[src/rtl/gray_pkg.sv]
// Shared definitions for the Gray counter sequencer.
// Holds the controller state encoding, the default counter width and the
// binary <-> Gray conversion helpers. The helpers work on a 32-bit
// zero-extended value, so they serve any width W <= 32. The caller narrows
// the result with W'(...).
package gray_pkg;

    // Default width of the driven JK Gray counter.
    localparam int unsigned GRAY_W = 4;

    // Internal width of the conversion helpers.
    localparam int unsigned CONV_W = 32;

    // Controller states.
    typedef enum logic [2:0] {
        ST_IDLE  = 3'd0,
        ST_LOAD  = 3'd1,
        ST_ADV   = 3'd2,
        ST_CHK   = 3'd3,
        ST_FIN   = 3'd4,
        ST_ERROR = 3'd5
    } state_e;

    // Binary to reflected Gray code.
    function automatic logic [CONV_W-1:0] bin2gray(input logic [CONV_W-1:0] b);
        return b ^ (b >> 1);
    endfunction

    // Reflected Gray code to binary: each bit is the XOR of all Gray bits at
    // and above it. Zero-extended upper bits do not disturb the result.
    function automatic logic [CONV_W-1:0] gray2bin(input logic [CONV_W-1:0] g);
        logic [CONV_W-1:0] b;
        b[CONV_W-1] = g[CONV_W-1];
        for (int i = CONV_W - 2; i >= 0; i--) begin
            b[i] = b[i+1] ^ g[i];
        end
        return b;
    endfunction

endpackage

[src/rtl/gray_to_bin.sv]
// Combinational Gray to binary converter.
// Ports:
//   gray  - W-bit Gray-coded input
//   bin_c - W-bit binary equivalent (combinational)
module gray_to_bin
    import gray_pkg::*;
#(
    parameter int unsigned W = GRAY_W
) (
    input  logic [W-1:0] gray,
    output logic [W-1:0] bin_c
);

    assign bin_c = W'(gray2bin(CONV_W'(gray)));

endmodule

[src/rtl/gray_seq_ctrl.sv]
// Sequencer and checker for a JK-based Gray code counter.
// The controller drives the counter's shared J/K toggle enable so that the
// counter advances an exact number of steps. After each advance it reads QN
// back and checks that QN holds the next Gray code.
// Ports:
//   CLK   - clock. All state updates on the rising edge.
//   RST   - synchronous, active-high reset
//   START - pulse: begin a run of STEPS advances (wins over STEP)
//   STEP  - pulse: perform a single advance
//   STOP  - abort a run at the next step boundary
//   STEPS - requested advance count, sampled on accepted START
//   QN    - counter output fed back for checking
//   J, K  - counter toggle drive (K always equals J)
//   BUSY  - high outside IDLE and ERROR
//   DONE  - one-cycle pulse when a run or step completes normally
//   ERR   - sticky readback-mismatch flag
//   POS   - binary position of the last verified QN
module gray_seq_ctrl
    import gray_pkg::*;
#(
    parameter int unsigned W     = GRAY_W,
    parameter int unsigned CNT_W = 8
) (
    input  logic             CLK,
    input  logic             RST,
    input  logic             START,
    input  logic             STEP,
    input  logic             STOP,
    input  logic [CNT_W-1:0] STEPS,
    input  logic [W-1:0]     QN,
    output logic             J,
    output logic             K,
    output logic             BUSY,
    output logic             DONE,
    output logic             ERR,
    output logic [W-1:0]     POS
);

    localparam logic [2:0] S_IDLE  = 3'(ST_IDLE);
    localparam logic [2:0] S_LOAD  = 3'(ST_LOAD);
    localparam logic [2:0] S_ADV   = 3'(ST_ADV);
    localparam logic [2:0] S_CHK   = 3'(ST_CHK);
    localparam logic [2:0] S_FIN   = 3'(ST_FIN);
    localparam logic [2:0] S_ERROR = 3'(ST_ERROR);

    logic [2:0]       state,     state_nx;
    logic [CNT_W-1:0] rem,       rem_nx;
    logic [W-1:0]     base,      base_nx;
    logic [W-1:0]     expv,      expv_nx;
    logic             stop_pend, stop_pend_nx;
    logic [W-1:0]     pos_nx;
    logic             err_nx;

    logic [W-1:0]     qn_bin;
    logic [W-1:0]     base_inc;
    logic [CNT_W-1:0] rem_dec;
    logic             stop_seen;

    // Current counter position decoded from the readback.
    gray_to_bin #(
        .W (W)
    ) u_qn_dec (
        .gray  (QN),
        .bin_c (qn_bin)
    );

    // The addition wraps modulo 2^W at the top of the range.
    assign base_inc  = base + W'(1);
    assign rem_dec   = rem - CNT_W'(1);
    assign stop_seen = stop_pend | STOP;

    // J and K are always driven together.
    assign K = J;

    // State register.
    always_ff @(posedge CLK) begin
        if (RST) begin
            state <= S_IDLE;
        end else begin
            state <= state_nx;
        end
    end

    // Next-state logic and next values of the datapath registers.
    always_comb begin
        state_nx     = state;
        rem_nx       = rem;
        base_nx      = base;
        expv_nx      = expv;
        stop_pend_nx = stop_pend;
        pos_nx       = POS;
        err_nx       = ERR;

        case (state)
            S_IDLE: begin
                stop_pend_nx = 1'b0;
                if (START) begin
                    rem_nx   = STEPS;
                    state_nx = S_LOAD;
                end else if (STEP) begin
                    rem_nx   = CNT_W'(1);
                    state_nx = S_LOAD;
                end
            end

            S_LOAD: begin
                stop_pend_nx = 1'b0;
                base_nx      = qn_bin;
                pos_nx       = qn_bin;
                state_nx     = (rem == '0) ? S_FIN : S_ADV;
            end

            // The counter toggles on the edge that ends this state.
            S_ADV: begin
                stop_pend_nx = stop_seen;
                expv_nx      = W'(bin2gray(CONV_W'(base_inc)));
                state_nx     = S_CHK;
            end

            // A normal completion takes priority over a pending stop.
            S_CHK: begin
                stop_pend_nx = stop_seen;
                if (QN != expv) begin
                    err_nx   = 1'b1;
                    state_nx = S_ERROR;
                end else begin
                    base_nx = base_inc;
                    pos_nx  = base_inc;
                    rem_nx  = rem_dec;
                    if (rem_dec == '0) begin
                        state_nx = S_FIN;
                    end else if (stop_seen) begin
                        state_nx = S_IDLE;
                    end else begin
                        state_nx = S_ADV;
                    end
                end
            end

            S_FIN: begin
                state_nx = S_IDLE;
            end

            // The controller stays here until reset.
            S_ERROR: begin
                err_nx = 1'b1;
            end

            default: begin
                state_nx = S_IDLE;
            end
        endcase
    end

    // Datapath registers and registered outputs. The outputs are derived
    // from the next state so that each one lines up with its state.
    always_ff @(posedge CLK) begin
        if (RST) begin
            rem       <= '0;
            base      <= '0;
            expv      <= '0;
            stop_pend <= 1'b0;
            POS       <= '0;
            ERR       <= 1'b0;
            J         <= 1'b0;
            BUSY      <= 1'b0;
            DONE      <= 1'b0;
        end else begin
            rem       <= rem_nx;
            base      <= base_nx;
            expv      <= expv_nx;
            stop_pend <= stop_pend_nx;
            POS       <= pos_nx;
            ERR       <= err_nx;
            J         <= (state_nx == S_ADV);
            BUSY      <= (state_nx != S_IDLE) && (state_nx != S_ERROR);
            DONE      <= (state_nx == S_FIN);
        end
    end

endmodule

[config.mk]
export PLATFORM = sky130hd
export DESIGN_NAME = gray_seq_ctrl
export DESIGN_NICKNAME = d
export VERILOG_FILES = /design/src/rtl/gray_pkg.sv /design/src/rtl/gray_to_bin.sv /design/src/rtl/gray_seq_ctrl.sv
export SDC_FILE = /design/constraint.sdc
export NUM_CORES = 1
export LEC_CHECK = 0
export BUFFER_PORTS_ARGS = -buffer_cell sky130_fd_sc_hd__buf_2
export CAP_MARGIN = 20
export CORE_MARGIN = 5
export CORE_UTILIZATION = 57
export DETAILED_ROUTE_END_ITERATION = 6
export GPL_ROUTABILITY_DRIVEN = 0
export MAX_ROUTING_LAYER = met4
export PLACE_DENSITY = 0.81
export SLEW_MARGIN = 20
export SYNTH_ARGS = -nofsm -noshare
export SYNTH_HDL_FRONTEND = slang
export SYNTH_SLANG_ARGS = --single-unit
export TNS_END_PERCENT = 100
[constraint.sdc]
create_clock -name CLK -period 3 [get_ports CLK]
set_input_delay 0.45 -clock CLK [delete_from_list [all_inputs] [get_ports CLK]]
set_output_delay 0.45 -clock CLK [all_outputs]
set_load 0.01 [all_outputs]
==> impl_metrics.tcl <==
set metrics [dict create \
    status "complete, no violations" \
    start_kind "flop" \
    vias_per_cell 5.96 \
    setup_viol_count_final 0 \
    crit_type "flop to flop" \
    synthMostInstantiatedCell "dfxtp_1" \
    grt_usage_pct 22.0 \
    synthArstFlopShare_pct 0 \
    yosys-top-cells-area "dfxtp_1 33%, a21oi_1 6.5%, nor2_1 5.1%" \
    cp-end-kind "flop" \
    synth-seq-cells 24 \
    cts.path.max_buffers 2 \
    critPathArrivalTime_ns 2.47 \
    die_height_um 60.8 \
    rsz0062_at_grt "false" \
    clk_pin_slew_ns 0.14 \
    layout.nets 224 \
    cts_tree "yes" \
    power_density_nw_per_um2 1010 \
    yosysUniqueCellTypes 46 \
    io_buffer_count 25 \
    cts_hold_buffers 0 \
    vias 1383 \
    fin_area_um2 1620 \
    cts_setup_buffers 0 \
    synth_edf_count 0 \
    post-route-drc-count 0 \
    synth_area_um2 1470 \
    hpwlAfterDp_um 2570 \
    ys_seq_area_share_pct 32.7 \
    antenna_cells 0 \
    synth_largest_type_area_fraction_pct 32.7 \
    regToRegSetupSlack_ns 0.75 \
    worstSetupEndpoint "BUSY" \
    hold_depth 3 \
    drive_gt1_share_pct 17.3 \
    grt_max_degree 22 \
    yosys_warnings 0 \
    synth_nets 205 \
    ant_nets 0 \
    grt_pass1_vias 1328 \
    htreeDepth 1 \
    start_util_pct 59.3 \
    clkLatencyLatePin_ns 0.32 \
    hold_viol 0 \
    hold_path_class "input pin to flop" \
    fp.dieArea_um2 3690 \
    fin_crit_ns 2.25 \
    synth_ff_type "dfxtp_1" \
    cts_buffers 3 \
    cp_data_required_time_ns 3.23 \
    finalCritPeriodShare_pct 74.9 \
    cts.sinks 24 \
    crit_fanout 7 \
    timing.rr.start "rem[0]" \
    drv_slew 0 \
    synthTopCellsByCount "24 x dfxtp_1, 20 x nor2_1, 19 x a21oi_1" \
    synthCells 184 \
    num_rows 18 \
    cp-startpoint "rem[0]" \
    worst-slew-pin-transition_ns 0.907 \
    io_pins 26 \
    die_w_um 60.8 \
    antenna_found_initial 0 \
    rr_endpoint "BUSY" \
    wl_per_cell_um 14.9 \
    drt_iter0_drc 63 \
    fillers 220 \
    setup_tns_ns 0 \
    core_um2 2480 \
    grt_pass1_wl_um 6040 \
    placed_cell_area_um2 1580 \
    area_growth_pct 10.2 \
    synth_largest_area_cell "dfxtp_1" \
    maxCapViolations 0 \
    first_pass_iters 4 \
    cts_root_buffer "clkbuf_4" \
    ctsResizeCount 0 \
    peakVddDrop_mv 0.641 \
    synth.avg_cell_area_um2 7.98 \
    worst-r2r-cell-count 8 \
    skew_ns 0.00320 \
    clock.fmax_mhz 445 \
    grt_overflow_total 0 \
    p_leak_nw 0.694 \
    wl_um 3460 \
    slew_headroom_pct 39.4 \
]
## layer usage
layer | vias up | share of wire, % | track usage (%)
met2 | 64 | 48 | 35.6
met1 | 627 | 43 | 28.6
li1 | 688 | - | -
met4 | 0 | 0.64 | 5.88
met3 | 4 | 8.2 | 3.19
met5 | - | 0 | -
## power breakdown
part | internal (W) | total (W) | leakage (nW) | switching (W)
Clock | 0.0000742 | 0.000178 | 0.0210 | 0.000104
Sequential | 0.000429 | 0.000560 | 0.196 | 0.000131
Combinational | 0.000394 | 0.000903 | 0.477 | 0.000509
## worst min-delay path by stage
stage / startpoint / end / slack, ns
CTS: STOP / stop_pend / 0.41
global placement: ERR / ERR / 0.43
global route: STOP / stop_pend / 0.42
detailed placement: ERR / ERR / 0.45
finish: STOP / stop_pend / 0.42
floorplan: rem[5] / rem[5] / 0.45
## logic make-up (layout without fill, tap and decap cells)
kind of cell             count (synthesis)  after routing  share of synthesized area [%]
multiplexers                             3              3                           2.04
flip-flops                              24             24                           32.7
AO/OA/AOI/OAI                           53             53                           23.1
XOR/XNOR                                14             14                           8.35
buffers and inverters                   21             39                           6.13
adder cells (fa/ha/maj)                  4              4                           3.41
AND/OR/NAND/NOR                         65             65                           24.3
## critical path: stages, from the launching register on
cell	delay (ns)
dfxtp_1	0.48
inv_1	0.10
ha_1	0.28
nor3b_1	0.17
xor2_1	0.17
and4bb_1	0.32
a31oi_1	0.11
or2_2	0.31
a32o_1	0.22
## flip-flops by register name, indices dropped and copies added (netlist names)
register / flops
expv: 4
ERR: 1
BUSY: 1
J: 1
base: 4
DONE: 1
stop_pend: 1
rem: 8
state: 3
## final cells by class
| class | count | area (µm²) | area share (%) |
|---|---|---|---|
| Clock buffer | 4 | 36.3 | 2.24 |
| Multi-Input combinational cell | 139 | 898 | 55.5 |
| Tap cell | 30 | 37.5 | 2.32 |
| Timing Repair Buffer | 26 | 133 | 8.19 |
| Inverter | 9 | 33.8 | 2.09 |
| Sequential cell | 24 | 480 | 29.7 |
## through the flow
step,util (%),std cells,setup slack (ns),total power [W],hold WS (ns)
2_1_floorplan,-,184,1.02,0.00126,0.453
3_3_place_gp,63.9,228,0.865,0.00141,0.433
3_5_place_dp,63.9,228,0.802,0.00145,0.446
4_1_cts,65.4,232,0.773,0.00163,0.411
5_1_grt,65.4,232,0.624,0.00180,0.424
6_report,65.4,232,0.753,0.00164,0.420
## cells in the final DEF, fill, tap and decap left out, drive strengths merged, types with 5 or more instances in the layout
cell,n
nor2,20
xnor2,6
xor2,8
buf,26
dfxtp,24
nor3,5
nand3,5
a31oi,5
nand2,9
inv,9
o21ai,9
a21oi,19
Power figures use the tool's default switching activity.
